==> config.mk <==
export PLATFORM = sky130hd
export DESIGN_NAME = spi_wish_bridge_flat
export DESIGN_NICKNAME = d
export VERILOG_FILES = /design/src/rtl/spi_wish_bridge_if.sv /design/src/rtl/spi_wish_bridge.sv /design/src/flat_wrapper.sv
export SDC_FILE = /design/constraint.sdc
export NUM_CORES = 1
export LEC_CHECK = 0
export ABC_AREA = 1
export CAP_MARGIN = 20
export CORE_AREA = 4 4 188 190
export CTS_BUF_LIST = sky130_fd_sc_hd__clkbuf_8
export DETAILED_ROUTE_END_ITERATION = 16
export DIE_AREA = 0 0 192 194
export SETUP_SLACK_MARGIN = 0.4
export SLEW_MARGIN = 20
export SYNTH_ARGS = -nofsm -noshare
export SYNTH_HDL_FRONTEND = slang
export SYNTH_SLANG_ARGS = --single-unit
==> constraint.sdc <==
create_clock -name clk_i -period 3.64 [get_ports clk_i]
set_input_delay 0.728 -clock clk_i [delete_from_list [all_inputs] [get_ports clk_i]]
set_output_delay 0.728 -clock clk_i [all_outputs]
set_load 0.02 [all_outputs]
==> src/rtl/spi_wish_bridge_if.sv <==
// rtl/spi_wish_bridge_if.sv - host word and bus target signals of the SPI command bridge
interface spi_wish_bridge_if #(
   parameter int ADDR_W  = 32,
   parameter int DATA_W  = 32,
   parameter int NUM_TGT = 2
);
   logic [15:0]        host_dat_i;
   logic               host_vld_i;
   logic [15:0]        host_dat_o;
   logic [NUM_TGT-1:0] bus_sel_o;
   logic [ADDR_W-1:0]  bus_addr_o;
   logic [DATA_W-1:0]  bus_dat_o;
   logic               bus_we_o;
   logic               bus_stb_o;
   logic [DATA_W-1:0]  bus_dat_i;
   logic               bus_ack_i;
   logic               busy_o;
   logic               err_o;

   // bridge view: it masters the bus targets
   modport master (
      input  host_dat_i, host_vld_i, bus_dat_i, bus_ack_i,
      output host_dat_o, bus_sel_o, bus_addr_o, bus_dat_o, bus_we_o, bus_stb_o,
             busy_o, err_o
   );

   // environment view: SPI host side plus the bus targets
   modport slave (
      output host_dat_i, host_vld_i, bus_dat_i, bus_ack_i,
      input  host_dat_o, bus_sel_o, bus_addr_o, bus_dat_o, bus_we_o, bus_stb_o,
             busy_o, err_o
   );
endinterface

==> src/rtl/spi_wish_bridge.sv <==
// rtl/spi_wish_bridge.sv - SPI command word decoder issuing single/burst bus reads and writes
module spi_wish_bridge #(
   parameter int          ADDR_W      = 32,
   parameter int          DATA_W      = 32,
   parameter int          NUM_TGT     = 2,
   parameter int          MAX_BURST   = 4,
   parameter int          TIMEOUT_CYC = 255,
   parameter logic [15:0] ID_VAL      = 16'h1234
) (
   input logic               clk_i,
   input logic               rst_i,
   spi_wish_bridge_if.master bif
);
   localparam int AW = ADDR_W / 16;
   localparam int DW = DATA_W / 16;
   localparam int TW = $clog2(TIMEOUT_CYC + 1);

   typedef enum logic [2:0] {
      S_IDLE, S_ADDR, S_WDATA, S_WR_DRAIN, S_RD_REQ, S_RD_WAIT
   } state_t;

   state_t              r_state, w_state_nxt;
   logic [7:0]          r_idx;
   logic [3:0]          r_tgt;
   logic [7:0]          r_last;
   logic                r_we_cmd;
   logic [ADDR_W-1:0]   r_base;
   logic [7:0]          r_word_cnt;
   logic [7:0]          r_beat;
   logic [DATA_W-1:0]   r_wbuf;
   logic                r_outst;
   logic [TW-1:0]       r_tmo;
   logic                r_bad_cmd, r_overrun, r_timeout;
   logic [DATA_W-1:0]   r_rbuf [MAX_BURST];
   logic                r_stb, r_we;
   logic [NUM_TGT-1:0]  r_sel;
   logic [ADDR_W-1:0]   r_addr;
   logic [DATA_W-1:0]   r_dat;

   logic [7:0]          w_ctl, w_arg;
   logic                w_vld, w_is_idx, w_tgt_ok, w_len_ok, w_is_rw;
   logic                w_ack, w_outst_busy, w_tmo_fire;
   logic                w_addr_last, w_data_last, w_busy;
   logic                w_set_idx, w_clr_flags, w_set_bad, w_set_ovr, w_set_tmo;
   logic                w_accept, w_addr_wr, w_data_wr, w_beat_inc, w_rd_store, w_issue;
   logic [7:0]          w_issue_beat;
   logic [ADDR_W-1:0]   w_base_nxt;
   logic [DATA_W-1:0]   w_wbuf_nxt;
   logic [15:0]         w_status, w_rd_word;

   assign w_vld        = bif.host_vld_i;
   assign w_ctl        = bif.host_dat_i[15:8];
   assign w_arg        = bif.host_dat_i[7:0];
   assign w_is_idx     = (w_ctl == 8'h80);
   assign w_is_rw      = (w_ctl[7:4] == 4'hC) || (w_ctl[7:4] == 4'hD);
   assign w_tgt_ok     = {4'b0000, w_ctl[3:0]} < 8'(NUM_TGT);
   assign w_len_ok     = w_arg < 8'(MAX_BURST);
   // an ack only counts while a strobe is outstanding; stray acks fall away here
   assign w_ack        = r_outst & bif.bus_ack_i;
   assign w_outst_busy = r_outst & ~bif.bus_ack_i;
   assign w_tmo_fire   = w_outst_busy && (r_tmo == TW'(TIMEOUT_CYC - 1));
   assign w_addr_last  = (r_word_cnt == 8'(AW - 1));
   assign w_data_last  = (r_word_cnt == 8'(DW - 1));
   assign w_busy       = (r_state != S_IDLE);

   // state register
   always_ff @(posedge clk_i) begin
      if (rst_i) r_state <= S_IDLE;
      else       r_state <= w_state_nxt;
   end

   // next state and per-cycle control strobes
   always_comb begin
      w_state_nxt  = r_state;
      w_set_idx    = 1'b0;
      w_clr_flags  = 1'b0;
      w_set_bad    = 1'b0;
      w_set_ovr    = 1'b0;
      w_set_tmo    = 1'b0;
      w_accept     = 1'b0;
      w_addr_wr    = 1'b0;
      w_data_wr    = 1'b0;
      w_beat_inc   = 1'b0;
      w_rd_store   = 1'b0;
      w_issue      = 1'b0;
      w_issue_beat = r_beat;
      case (r_state)
         S_IDLE: begin
            if (w_vld) begin
               if (w_is_idx)                              w_set_idx   = 1'b1;
               else if (w_ctl == 8'hA0)                   w_clr_flags = 1'b1;
               else if (w_is_rw && w_tgt_ok && w_len_ok) begin
                  w_accept    = 1'b1;
                  w_state_nxt = S_ADDR;
               end
               else                                       w_set_bad   = 1'b1;
            end
         end
         S_ADDR: begin
            if (w_vld) begin
               w_addr_wr = 1'b1;
               if (w_addr_last) begin
                  if (r_we_cmd) w_state_nxt = S_WDATA;
                  else begin
                     w_state_nxt  = S_RD_REQ;
                     w_issue      = 1'b1;
                     w_issue_beat = 8'd0;
                  end
               end
            end
         end
         S_WDATA: begin
            if (w_vld) begin
               w_data_wr = 1'b1;
               if (w_data_last) begin
                  // a beat that finds the previous write still pending is dropped but counted
                  w_beat_inc = 1'b1;
                  if (w_outst_busy) w_set_ovr = 1'b1;
                  else              w_issue   = 1'b1;
                  if (r_beat == r_last) w_state_nxt = S_WR_DRAIN;
               end
            end
         end
         S_WR_DRAIN: begin
            if (!w_outst_busy) w_state_nxt = S_IDLE;
            if (w_vld) begin
               if (w_is_idx) w_set_idx = 1'b1;
               else          w_set_ovr = 1'b1;
            end
         end
         S_RD_REQ, S_RD_WAIT: begin
            if (w_ack) begin
               w_rd_store = 1'b1;
               w_beat_inc = 1'b1;
               if (r_beat == r_last) w_state_nxt = S_IDLE;
               else begin
                  w_state_nxt  = S_RD_REQ;
                  w_issue      = 1'b1;
                  w_issue_beat = r_beat + 8'd1;
               end
            end
            else if (r_state == S_RD_REQ) w_state_nxt = S_RD_WAIT;
            if (w_vld) begin
               if (w_is_idx) w_set_idx = 1'b1;
               else          w_set_ovr = 1'b1;
            end
         end
         default: w_state_nxt = S_IDLE;
      endcase
      if (w_tmo_fire) begin
         w_state_nxt = S_IDLE;
         w_issue     = 1'b0;
         w_set_tmo   = 1'b1;
      end
   end

   // address and write-beat assembly, low word first
   always_comb begin
      w_base_nxt = r_base;
      w_wbuf_nxt = r_wbuf;
      for (int k = 0; k < AW; k++)
         if (w_addr_wr && r_word_cnt == 8'(k)) w_base_nxt[k*16 +: 16] = bif.host_dat_i;
      for (int k = 0; k < DW; k++)
         if (w_data_wr && r_word_cnt == 8'(k)) w_wbuf_nxt[k*16 +: 16] = bif.host_dat_i;
   end

   // datapath, sticky flags, bus request registers and ack timeout
   always_ff @(posedge clk_i) begin
      if (rst_i) begin
         r_idx      <= 8'd0;
         r_tgt      <= 4'd0;
         r_last     <= 8'd0;
         r_we_cmd   <= 1'b0;
         r_base     <= '0;
         r_word_cnt <= 8'd0;
         r_beat     <= 8'd0;
         r_wbuf     <= '0;
         r_outst    <= 1'b0;
         r_tmo      <= '0;
         r_bad_cmd  <= 1'b0;
         r_overrun  <= 1'b0;
         r_timeout  <= 1'b0;
         r_stb      <= 1'b0;
         r_we       <= 1'b0;
         r_sel      <= '0;
         r_addr     <= '0;
         r_dat      <= '0;
         for (int b = 0; b < MAX_BURST; b++) r_rbuf[b] <= '0;
      end else begin
         if (w_set_idx) r_idx <= w_arg;
         if (w_clr_flags) begin
            r_bad_cmd <= 1'b0;
            r_overrun <= 1'b0;
            r_timeout <= 1'b0;
         end
         if (w_set_bad) r_bad_cmd <= 1'b1;
         if (w_set_ovr) r_overrun <= 1'b1;
         if (w_set_tmo) r_timeout <= 1'b1;
         if (w_accept) begin
            r_we_cmd   <= w_ctl[4];
            r_tgt      <= w_ctl[3:0];
            r_last     <= w_arg;
            r_beat     <= 8'd0;
            r_word_cnt <= 8'd0;
            r_base     <= '0;
         end
         if (w_addr_wr) begin
            r_base     <= w_base_nxt;
            r_word_cnt <= w_addr_last ? 8'd0 : r_word_cnt + 8'd1;
         end
         if (w_data_wr) begin
            r_wbuf     <= w_wbuf_nxt;
            r_word_cnt <= w_data_last ? 8'd0 : r_word_cnt + 8'd1;
         end
         if (w_beat_inc) r_beat <= r_beat + 8'd1;
         if (w_rd_store)
            for (int b = 0; b < MAX_BURST; b++)
               if (r_beat == 8'(b)) r_rbuf[b] <= bif.bus_dat_i;
         r_stb <= w_issue;
         if (w_issue) begin
            r_sel  <= NUM_TGT'(1) << r_tgt;
            r_addr <= w_base_nxt + ADDR_W'(w_issue_beat);
            r_we   <= r_we_cmd;
            if (r_we_cmd) r_dat <= w_wbuf_nxt;
         end
         else if (w_state_nxt == S_IDLE) r_sel <= '0;
         if (w_issue) begin
            r_outst <= 1'b1;
            r_tmo   <= '0;
         end
         else if (w_ack || w_tmo_fire) r_outst <= 1'b0;
         else if (r_outst)             r_tmo   <= r_tmo + TW'(1);
      end
   end

   assign w_status = {r_beat, 4'b0000, r_bad_cmd, r_overrun, r_timeout, w_busy};

   // readback mux follows the registered index combinationally
   always_comb begin
      w_rd_word = 16'h0000;
      if (r_idx == 8'h00)      w_rd_word = ID_VAL;
      else if (r_idx == 8'h01) w_rd_word = w_status;
      else
         for (int i = 0; i < MAX_BURST * DW; i++)
            if (r_idx == 8'(64 + i)) w_rd_word = r_rbuf[i / DW][(i % DW) * 16 +: 16];
   end

   assign bif.host_dat_o = w_rd_word;
   assign bif.bus_sel_o  = r_sel;
   assign bif.bus_addr_o = r_addr;
   assign bif.bus_dat_o  = r_dat;
   assign bif.bus_we_o   = r_we;
   assign bif.bus_stb_o  = r_stb;
   assign bif.busy_o     = w_busy;
   assign bif.err_o      = r_bad_cmd | r_overrun | r_timeout;
endmodule

==> src/flat_wrapper.sv <==
// flat-port wrapper written by rule: the top's interface ports become plain ports
module spi_wish_bridge_flat 
#(
   parameter int          ADDR_W      = 32,
   parameter int          DATA_W      = 32,
   parameter int          NUM_TGT     = 2,
   parameter int          MAX_BURST   = 4,
   parameter int          TIMEOUT_CYC = 255,
   parameter logic [15:0] ID_VAL      = 16'h1234
)
  (clk_i, rst_i, bif_host_dat_i, bif_host_vld_i, bif_bus_dat_i, bif_bus_ack_i, bif_host_dat_o, bif_bus_sel_o, bif_bus_addr_o, bif_bus_dat_o, bif_bus_we_o, bif_bus_stb_o, bif_busy_o, bif_err_o);
  spi_wish_bridge_if #(.ADDR_W(ADDR_W), .DATA_W(DATA_W), .NUM_TGT(NUM_TGT)) bif_i ();
  input logic clk_i;
  input logic rst_i;
  input wire logic [$bits(bif_i.host_dat_i)-1:0] bif_host_dat_i;
  input wire logic [$bits(bif_i.host_vld_i)-1:0] bif_host_vld_i;
  input wire logic [$bits(bif_i.bus_dat_i)-1:0] bif_bus_dat_i;
  input wire logic [$bits(bif_i.bus_ack_i)-1:0] bif_bus_ack_i;
  output wire logic [$bits(bif_i.host_dat_o)-1:0] bif_host_dat_o;
  output wire logic [$bits(bif_i.bus_sel_o)-1:0] bif_bus_sel_o;
  output wire logic [$bits(bif_i.bus_addr_o)-1:0] bif_bus_addr_o;
  output wire logic [$bits(bif_i.bus_dat_o)-1:0] bif_bus_dat_o;
  output wire logic [$bits(bif_i.bus_we_o)-1:0] bif_bus_we_o;
  output wire logic [$bits(bif_i.bus_stb_o)-1:0] bif_bus_stb_o;
  output wire logic [$bits(bif_i.busy_o)-1:0] bif_busy_o;
  output wire logic [$bits(bif_i.err_o)-1:0] bif_err_o;
  assign bif_i.host_dat_i = bif_host_dat_i;
  assign bif_i.host_vld_i = bif_host_vld_i;
  assign bif_i.bus_dat_i = bif_bus_dat_i;
  assign bif_i.bus_ack_i = bif_bus_ack_i;
  assign bif_host_dat_o = bif_i.host_dat_o;
  assign bif_bus_sel_o = bif_i.bus_sel_o;
  assign bif_bus_addr_o = bif_i.bus_addr_o;
  assign bif_bus_dat_o = bif_i.bus_dat_o;
  assign bif_bus_we_o = bif_i.bus_we_o;
  assign bif_bus_stb_o = bif_i.bus_stb_o;
  assign bif_busy_o = bif_i.busy_o;
  assign bif_err_o = bif_i.err_o;
  spi_wish_bridge #(.ADDR_W(ADDR_W), .DATA_W(DATA_W), .NUM_TGT(NUM_TGT), .MAX_BURST(MAX_BURST), .TIMEOUT_CYC(TIMEOUT_CYC), .ID_VAL(ID_VAL)) u_core (.clk_i(clk_i), .rst_i(rst_i), .bif(bif_i));
endmodule
==> qor.yml, run 1 <==
status:
  outcome: "finished clean"
cells_and_area:
  final_layout_size_suffix_gt1_frac: 0.145
  instances_no_fill: 2675
  multi_input_area_um2: 6530
  regArea_um2: 7560
  nFillCells: 3267
  layout.nets: 2255
  antennaDiodeCount: 0
  syn2layout_area_growth_pct: 24.4
synth:
  synth_async_sr_flop_share: 0
  synth.distinct_cells: 45
  synthTopCellsByArea: "edfxtp_1 26%, dfxtp_1 25%, nand2_1 14%"
  synth_edf_count: 128
  syn_area_um2: 14900
  synth-seq-cells: 312
  synth_ff_type: "dfxtp_1"
  syn_avg_cell_area_um2: 7.60
  netlist_instances: 1965
  synth_top_area_cell: "edfxtp_1"
  synth_nets: 2035
  ys_warn_count: 0
  synth_top_area_frac: 0.257
  synth.yosys.seq_area_share: 0.504
setup_path:
  cp.required_ns: 2.91
  start_kind: "register"
  critPathBufInv: 3
  crit_family: "simple AND/OR/NAND/NOR gates"
  cp_max_fo: 5
  path_cells: "inv_1, nor2_2, nand2_2, nor2_4, buf_6, nand2_1, nand4_1, o21ai_1, nand4_1, nand2_2, a21oi_4, buf_6"
  cp.arrival_ns: 2.42
  crit_slowest_cell: "dfxtp_4"
  slowest_delay_ns: 0.36
  worstSetupPathType: "reg -> out"
  end_kind: "primary output"
placement:
  post-place-ws_ns: -0.174
  post-place-cells: 2564
  numPortBuffers: 137
  dpl.hpwl_mm: 30.8
  gp_congestion: 0.929
grt:
  gr-usage-all-layers: 0.233
  grt_pass1_wl_mm: 69.7
  grt_antenna_before_repair: 0
  grt_pass1_vias: 13000
  grt.overflow.total: 0
  grt_max_degree: 85
floorplan:
  chipWidth_um: 192
  die_area_um2: 37200
  io_pins: 138
  die_y_um: 194
  initial_core_util: 0.447
  core-area_um2: 33400
  fp-row-count: 67
detailed_routing:
  wl_mm: 44.1
  wl_per_cell_um: 16.5
  vias_per_cell: 5.07
  ant_nets: 0
  first_pass_iters: 5
  drt-initial-drc-count: 924
  drc: 0
  vias: 13600
timing:
  min_period_ns: 3.14
  rsz0062_at_grt: "true"
  setup_violations: 0
  relSlewSlack: 0.335
  fin_crit_sh: 0.863
  setup-tns-final_ns: 0
  fmax_ghz: 0.318
  final-hold-violation-count: 0
  finalClockSkew_ns: 0.0361
  drv_slew: 0
  worst_pin_slew_ns: 0.998
  fin_ws_ns: 0.497
clock_network:
  clk_pin_slew_ns: 0.06
  clock_sinks: 312
  h-tree-depth: 2
  clock_path_buffers: 3
  clk_latency_ns: 0.63
  cts_tree: "done"
  cts-buffers-inserted: 53
  cts-root-buf: "clkbuf_8"
pwr:
  p_seq_frac: 0.540
  p_leak_nw: 7.83
  vdd_ir_drop_max_mv: 0.280
  p_per_area_nw_per_um2: 368
  clock_power_share: 0.424
  comb_power_share: 0.036
  p_sw_frac: 0.236
  switchingPower_mw: 1.61
  p_int_mw: 5.22
flow_run:
  drv_cap: 0
min_path:
  min_path_type: "reg -> reg"
-- Yosys cell counts (4+ instances only) --
| master | n |
|---|---|
| nand2_2 | 13 |
| ha_1 | 17 |
| nor2_2 | 7 |
| buf_6 | 4 |
| dfxtp_1 | 184 |
| or2_2 | 7 |
| clkbuf_1 | 45 |
| buf_4 | 5 |
| inv_2 | 10 |
| nand3_1 | 136 |
| inv_1 | 189 |
| nor3_1 | 19 |
| a211oi_1 | 6 |
| buf_2 | 27 |
| o21ai_1 | 22 |
| nand2_1 | 552 |
| nand4_1 | 34 |
| nor2_1 | 295 |
| nor2_4 | 7 |
| a21oi_1 | 149 |
| xnor2_1 | 9 |
| xor2_1 | 10 |
| o21ai_0 | 55 |
| edfxtp_1 | 128 |
-- area by class of cell --
type | instances | share of cell area
sequential | 312 | 0.407
multi-input combinational | 1368 | 0.351
timing repair buffer | 250 | 0.119
clock buffer | 58 | 0.0429
inverter | 200 | 0.0410
tap | 448 | 0.0302
clock inverter | 39 | 0.00902
-- through the flow --
| step | utilization | hold WS [ns] | area [um2] | total power [mW] |
|---|---|---|---|---|
| floorplan | - | 0.429 | 14900 | 3.86 |
| global placement | 0.516 | 0.431 | 17200 | 4.01 |
| detailed placement | 0.516 | 0.433 | 17200 | 4.02 |
| CTS | 0.549 | 0.443 | 18400 | 6.92 |
| global route | 0.556 | 0.459 | 18600 | 7.09 |
| finish | 0.556 | 0.440 | 18600 | 6.83 |
-- metal layers --
metal	wire [um]	track usage	up-vias	share of wire
met5	0	0	-	0
met4	1130	0.0689	0	0.026
met3	2850	0.0421	61	0.065
met2	20500	0.375	413	0.47
met1	19600	0.323	6284	0.44
li1	-	-	6796	-
-- sequential cells by signal, indices dropped and copies added, names as in the netlist, 32 cells and up --
name,count
u_core.r_base,32
u_core.bif.bus_dat_o,32
u_core.r_rbuf,128
u_core.bif.bus_addr_o,32
u_core.r_wbuf,32
-- path summary, 6_finish.rpt --
path | from | endpoint | slack [ns] | depth (start not counted)
worst max register to register | u_core.r_beat[2] | u_core.bif.bus_addr_o[24] | 0.59 | 19
worst min-delay path | u_core.bif.bus_dat_o[31] | u_core.bif.bus_dat_o[31] | 0.44 | 2
worst min register to register | u_core.bif.bus_dat_o[31] | u_core.bif.bus_dat_o[31] | 0.44 | 2
worst max-delay path | u_core.r_idx[0] | bif_host_dat_o[10] | 0.50 | 12
-- worst reg2reg max path, delay by kind of cell, from the launching register on --
family          cells  cell delay [ns]
flops               1             0.39
fa+ha+maj           1             0.28
xor+xnor            1             0.21
buf+inv             2             0.19
compound gates      3             0.39
simple gates       12             1.51
-- layout by cell type (no fill, tap or decap), types with 13 or more instances in the layout --
cell type / n
a21oi_1: 142
buf_4: 110
clkbuf_8: 58
clkdlybuf4s50_1: 119
dfxtp_1: 170
edfxtp_1: 128
ha_1: 13
inv_1: 210
inv_2: 17
nand2_1: 546
nand2_2: 17
nand3_1: 132
nand4_1: 34
nor2_1: 277
nor2_2: 20
nor3_1: 15
o21ai_0: 45
o21ai_1: 30
-- repair_timing --
item / in CTS / in global routing
buffers inserted: 5 / 8
resized for setup: 98 / 83
endpoints found under the setup margin: 30 / 39
pin swaps: 4 / 24
hold buffers: 0 / 0
gates cloned: 1 / 0
-- power groups by stage --
stage | Combinational, mW | Clock [mW] | Sequential (mW)
6_report | 0.246 | 2.89 | 3.69
5_1_grt | 0.264 | 3.13 | 3.70
4_1_cts | 0.248 | 2.98 | 3.70
3_5_place_dp | 0.247 | 0 | 3.77
3_3_place_gp | 0.247 | 0 | 3.77
2_1_floorplan | 0.0977 | 0 | 3.77
-- kinds of logic after synthesis --
group	Yosys count	synth area share
xor+xnor	19	0.0111
flops	312	0.504
simple gates	1081	0.303
fa+ha+maj	18	0.0156
compound gates	250	0.0894
buf+inv	285	0.0772
No activity file was read; power rests on OpenSTA's default activity.
==> inputs of run 2 (changes only) <==
--- a/config.mk
+++ b/config.mk
@@ -9,8 +9,10 @@
 export CAP_MARGIN = 20
 export CORE_AREA = 4 4 188 190
 export CTS_BUF_LIST = sky130_fd_sc_hd__clkbuf_8
+export CTS_CLUSTER_DIAMETER = 150
 export DETAILED_ROUTE_END_ITERATION = 16
 export DIE_AREA = 0 0 192 194
+export REMOVE_ABC_BUFFERS = 1
 export SETUP_SLACK_MARGIN = 0.4
 export SLEW_MARGIN = 20
 export SYNTH_ARGS = -nofsm -noshare
==> qor.yml, run 2 (synthesized netlist as in run 1, its figures left out) <==
setup_path:
  critical_path_depth: 12  # unchanged
  slowest_delay_ns: 0.34  # -0.02 ns
  cp.required_ns: 2.91  # about the same
  path_cells: "nor2_4, nand3_4, inv_4, nand2_1, nor2_2, buf_6, buf_4, nand2_1, nand4_1, o21ai_0, a21oi_1, buf_4"
  cp_max_fo: 5  # unchanged
  crit_family: "simple AND/OR/NAND/NOR gates"
  cp.arrival_ns: 2.48  # +0.06 ns
  end_kind: "primary output"
  reg2regPathDepth: 19  # unchanged
  crit_slowest_cell: "dfxtp_2"
  worstSetupPathType: "reg -> out"
  critPathBufInv: 4  # +1
  start_kind: "register"
clock_network:
  cts-buffers-inserted: 52  # -1.9%
  ctsHoldBuffers: 0  # unchanged
  clk_pin_slew_ns: 0.06  # about the same
  cts-root-buf: "clkbuf_8"
  clock_path_buffers: 3  # unchanged
  clk_latency_ns: 0.61  # -0.02 ns
  clock_sinks: 312  # unchanged
  h-tree-depth: 2  # unchanged
  cts_tree: "done"
placement:
  dpl.hpwl_mm: 31.2  # +1.1%
  numPortBuffers: 137  # unchanged
  gp_congestion: 0.876  # -5.6%
detailed_routing:
  ant_nets: 0  # unchanged
  vias_per_cell: 5.03  # -0.67%
  vias: 13500  # -0.037%
  first_pass_iters: 5  # unchanged
  drt-initial-drc-count: 770  # -17%
  wl_mm: 44.7  # +1.3%
  wl_per_cell_um: 16.6  # +0.65%
  drc: 0  # unchanged
grt:
  gr-usage-all-layers: 0.234  # +0.000963
  grt_antenna_before_repair: 0  # unchanged
  grt_max_degree: 75  # -12%
  grt.overflow.total: 0  # unchanged
  grt_pass1_wl_mm: 70.2  # +0.72%
  grt_pass1_vias: 13100  # +0.87%
pwr:
  comb_power_share: 0.035  # about the same
  p_sw_frac: 0.228  # -0.00758
  switchingPower_mw: 1.62  # +0.59%
  p_seq_frac: 0.520  # -0.020
  p_per_area_nw_per_um2: 374  # +1.6%
  p_int_mw: 5.48  # +5.0%
  total_power_mw: 7.10  # +3.9%
  vdd_ir_drop_max_mv: 0.287  # +2.5%
  clock_power_share: 0.445  # +0.021
  p_leak_nw: 7.97  # +1.9%
timing:
  setup_violations: 0  # unchanged
  fmax_ghz: 0.312  # -2.0%
  min_period_ns: 3.21  # +0.0638 ns
  worst_pin_slew_ns: 0.749  # -0.250 ns
  finalClockSkew_ns: 0.0146  # -0.0215 ns
  fin_crit_sh: 0.881  # +0.0175
  whs_ns: 0.439  # -0.000639 ns
  setup-tns-final_ns: 0  # unchanged
  rsz0062_at_grt: "true"
  final-hold-violation-count: 0  # unchanged
  relSlewSlack: 0.501  # +0.166
  drv_slew: 0  # unchanged
floorplan:
  chipWidth_um: 192  # unchanged
  core-area_um2: 33400  # unchanged
  fp-row-count: 67  # unchanged
  initial_core_util: 0.447  # unchanged
  die_y_um: 194  # unchanged
  io_pins: 138  # unchanged
  die_area_um2: 37200  # unchanged
status:
  outcome: "finished clean"
cells_and_area:
  layout.nets: 2273  # +0.80%
  mostFrequentLayoutCells: "539 x nand2_1, 278 x nor2_1, 201 x inv_1"
  utilization: 0.568  # +0.0125
  largest_register: "u_core.r_rbuf"
  antennaDiodeCount: 0  # unchanged
  syn2layout_area_growth_pct: 27.2
  nFillCells: 3106  # -4.9%
  largest_reg_flops: 128  # unchanged
  final_common_cell: "nand2_1"
  final_layout_size_suffix_gt1_frac: 0.164  # +0.0181
min_path:
  min_path_type: "reg -> reg"
  hold_depth: 2  # unchanged
flow_run:
  drv_cap: 0  # unchanged
==> run 2: layout make-up <==
cell class,instances,area (um2),share of cell area
Clock buffer,70,963,0.0507
Clock inverter,25,120,0.00632
Inverter,200,763,0.0402
Multi-Input combinational cell,1368,6580,0.346
Sequential cell,312,7560,0.398
Tap cell,448,561,0.0295
Timing Repair Buffer,269,2460,0.129
==> run 2: power groups by stage <==
stage / registers (mW) / logic, mW / clock network (mW)
2_1_floorplan: 3.77 / 0.0837 / 0
4_1_cts: 3.69 / 0.248 / 3.23
6_report: 3.69 / 0.247 / 3.16
5_1_grt: 3.69 / 0.266 / 3.40
3_3_place_gp: 3.77 / 0.246 / 0
3_5_place_dp: 3.77 / 0.247 / 0
==> run 2: through the flow <==
stage / instance area (um2) / worst slack [ns] / cells
5_1_grt: 19000 / 0.288 / 2692
3_5_place_dp: 17300 / -0.212 / 2566
6_report: 19000 / 0.433 / 2692
3_3_place_gp: 17300 / -0.114 / 2566
4_1_cts: 18500 / 0.354 / 2672
2_1_floorplan: 14500 / -0.943 / 1880
==> run 2: path summary, 6_finish.rpt <==
kind	slack, ns	end	startpoint
setup / recovery	0.43	bif_host_dat_o[3]	u_core.r_idx[5]
hold / removal	0.44	u_core.bif.bus_dat_o[23]	u_core.bif.bus_dat_o[23]
setup reg to reg	0.69	u_core.bif.bus_addr_o[22]	u_core.r_beat[1]
hold reg to reg	0.44	u_core.bif.bus_dat_o[23]	u_core.bif.bus_dat_o[23]
==> run 2: worst register-to-register path, stage by stage, from the launching register on <==
cell and delay, ns:
dfxtp_4 0.40, inv_1 0.12, nor3_2 0.15, nand4_1 0.15, nor2_1 0.14, xor2_1 0.18, o21ai_0 0.10, o21ai_1 0.10
inv_1 0.10, ha_4 0.28, nand2_1 0.07, o21ba_2 0.22, nand2_2 0.11, nand3_4 0.11, nor2_4 0.16, nand2_4 0.08
nor2_4 0.17, nand3_1 0.09, nand3_1 0.08, nand2_1 0.05
==> run 2: timing repair <==
| action | CTS | global route |
|---|---|---|
| gates cloned | 0 | 1 |
| pin swaps | 6 | 40 |
| setup endpoints to repair | 28 | 39 |
| buffers inserted | 11 | 19 |
| resized for setup | 97 | 106 |
==> run 2: per-layer routing <==
metal  vias to the layer above  GRT usage  part of all wire
li1                       6826          -                 -
met1                      6298      0.319              0.45
met2                       356      0.389              0.47
met3                        69     0.0335             0.055
met4                         0     0.0684             0.027
met5                         -          0                 0
==> inputs of run 3 (changes only) <==
--- a/config.mk
+++ b/config.mk
@@ -7,11 +7,11 @@
 export LEC_CHECK = 0
 export ABC_AREA = 1
 export CAP_MARGIN = 20
-export CORE_AREA = 4 4 188 190
+export CORE_AREA = 4 4 241 149
 export CTS_BUF_LIST = sky130_fd_sc_hd__clkbuf_8
 export CTS_CLUSTER_DIAMETER = 150
 export DETAILED_ROUTE_END_ITERATION = 16
-export DIE_AREA = 0 0 192 194
+export DIE_AREA = 0 0 245 153
 export REMOVE_ABC_BUFFERS = 1
 export SETUP_SLACK_MARGIN = 0.4
 export SLEW_MARGIN = 20
==> qor.yml, run 3 (synthesized netlist as in run 1, its figures left out) <==
placement:
  dpl.hpwl_mm: 32.3  # +3.6%
  post-place-ws_ns: -0.246  # -0.0332 ns
  post-place-cells: 2579  # +0.51%
  numPortBuffers: 137  # unchanged
  gp_congestion: 0.923  # +5.3%
detailed_routing:
  ant_nets: 0  # unchanged
  drc: 0  # unchanged
  first_pass_iters: 5  # unchanged
  vias_per_cell: 5.15  # +2.4%
  drt-initial-drc-count: 1351  # +75%
  wl_mm: 46.7  # +4.5%
  vias: 13900  # +2.3%
  wl_per_cell_um: 17.4  # +4.6%
cells_and_area:
  utilization: 0.563  # -0.00487
  antennaDiodeCount: 0  # unchanged
  largest_register: "u_core.r_rbuf"
  mostFrequentLayoutCells: "538 x nand2_1, 278 x nor2_1, 195 x inv_1"
  syn2layout_area_growth_pct: 26.1
  layout.nets: 2267  # -0.26%
  instances_no_fill: 2691  # -0.037%
  final_common_cell: "nand2_1"
  largest_reg_flops: 128  # unchanged
  nFillCells: 3106  # unchanged
  final_layout_size_suffix_gt1_frac: 0.158  # -0.00584
timing:
  setup_violations: 0  # unchanged
  fin_crit_sh: 0.870  # -0.0111
  drv_slew: 0  # unchanged
  fin_ws_ns: 0.473  # +0.0402 ns
  fmax_ghz: 0.316  # +1.3%
  final-hold-violation-count: 0  # unchanged
  min_period_ns: 3.17  # -0.0402 ns
  rsz0062_at_grt: "true"
  relSlewSlack: 0.351  # -0.150
  worst_pin_slew_ns: 0.972  # +0.224 ns
  whs_ns: 0.439  # -0.0000520 ns
  finalClockSkew_ns: 0.0158  # +0.00119 ns
clock_network:
  h-tree-depth: 2  # unchanged
  clock_sinks: 312  # unchanged
  clk_latency_ns: 0.60  # about the same
  ctsHoldBuffers: 0  # unchanged
  cts-buffers-inserted: 49  # -5.8%
  cts_tree: "done"
  cts-root-buf: "clkbuf_8"
  clk_pin_slew_ns: 0.07  # about the same
  clock_path_buffers: 3  # unchanged
floorplan:
  core-area_um2: 33400  # about the same
  die_y_um: 153  # -21%
  chipWidth_um: 245  # +28%
  die_area_um2: 37500  # +0.64%
  initial_core_util: 0.447  # about the same
  io_pins: 138  # unchanged
  fp-row-count: 52  # -22%
grt:
  grt_pass1_wl_mm: 71.6  # +2.1%
  grt_pass1_vias: 12700  # -3.5%
  grt_antenna_before_repair: 0  # unchanged
  grt_max_degree: 56  # -25%
  grt.overflow.total: 0  # unchanged
  gr-usage-all-layers: 0.240  # +0.00611
setup_path:
  path_cells: "nor2_4, nand3_2, inv_2, nand2_1, nor2_2, buf_6, clkinvlp_4, buf_12, buf_4, o211ai_1, nand2_1, buf_4"
  worstSetupPathType: "reg -> out"
  slowest_delay_ns: 0.34  # about the same
  cp_max_fo: 6  # +1
  cp.arrival_ns: 2.44  # -0.04 ns
  r2r-start: "u_core.r_word_cnt[0]"
  crit_family: "buffers and inverters"
  cp.required_ns: 2.91  # about the same
  start_kind: "register"
  end_kind: "primary output"
  startpoint: "u_core.r_idx[5]"
  crit_slowest_cell: "dfxtp_2"
  critPathBufInv: 6  # +2
flow_run:
  drv_cap: 0  # unchanged
status:
  outcome: "finished clean"
min_path:
  min_path_type: "reg -> reg"
  min_from: "u_core.bif.bus_dat_o[10]"
pwr:
  vdd_ir_drop_max_mv: 0.254  # -11%
  total_power_mw: 6.97  # -1.9%
  p_per_area_nw_per_um2: 370  # -1.0%
  p_leak_nw: 7.93  # -0.51%
run 3: final timing paths:
check | endpoint | slack (ns) | cells after the start
max | bif_host_dat_o[4] | 0.47 | 12
min | u_core.bif.bus_dat_o[10] | 0.44 | 2
max reg2reg | u_core.bif.bus_addr_o[22] | 0.53 | 19
min reg2reg | u_core.bif.bus_dat_o[10] | 0.44 | 2
run 3: stage by stage:
stage,instance area [um2],TNS (ns)
4_1_cts,18400,0
5_1_grt,18800,0
3_3_place_gp,17300,-1.13
6_report,18800,0
2_1_floorplan,14500,-19.37
3_5_place_dp,17300,-2.86
run 3: repair_timing:
action,4_1_cts,5_1_grt
setup buffers,10,15
setup endpoints to repair,35,40
pin swaps,4,41
gates resized for setup,92,110
gates cloned,1,0
run 3: layout make-up:
class,count,area [um2],area share
Clock buffer,58,798,0.0424
Clock inverter,28,175,0.00930
Inverter,200,763,0.0405
Multi-Input combinational cell,1368,6560,0.348
Sequential cell,312,7560,0.401
Tap cell,459,574,0.0305
Timing Repair Buffer,266,2410,0.128
run 3: worst min-delay path, stage by stage, from the launching register on:
cell and delay [ns]:
dfxtp_1 0.31, inv_1 0.04, a21oi_1 0.05
run 3: power breakdown:
| group | total (mW) | switching, mW | leakage, nW | internal (mW) |
|---|---|---|---|---|
| sequential | 3.69 | 0.0137 | 2.81 | 3.68 |
| clock | 3.04 | 1.45 | 0.561 | 1.59 |
| combinational | 0.242 | 0.162 | 4.56 | 0.0798 |
run 3: per-layer routing:
| layer | up-vias | GRT usage | routed length [um] |
|---|---|---|---|
| li1 | 6815 | - | - |
| met1 | 6481 | 0.386 | 22800 |
| met2 | 515 | 0.325 | 18700 |
| met3 | 55 | 0.0571 | 4480 |
| met4 | 0 | 0.0483 | 759 |
| met5 | - | 0 | 0 |
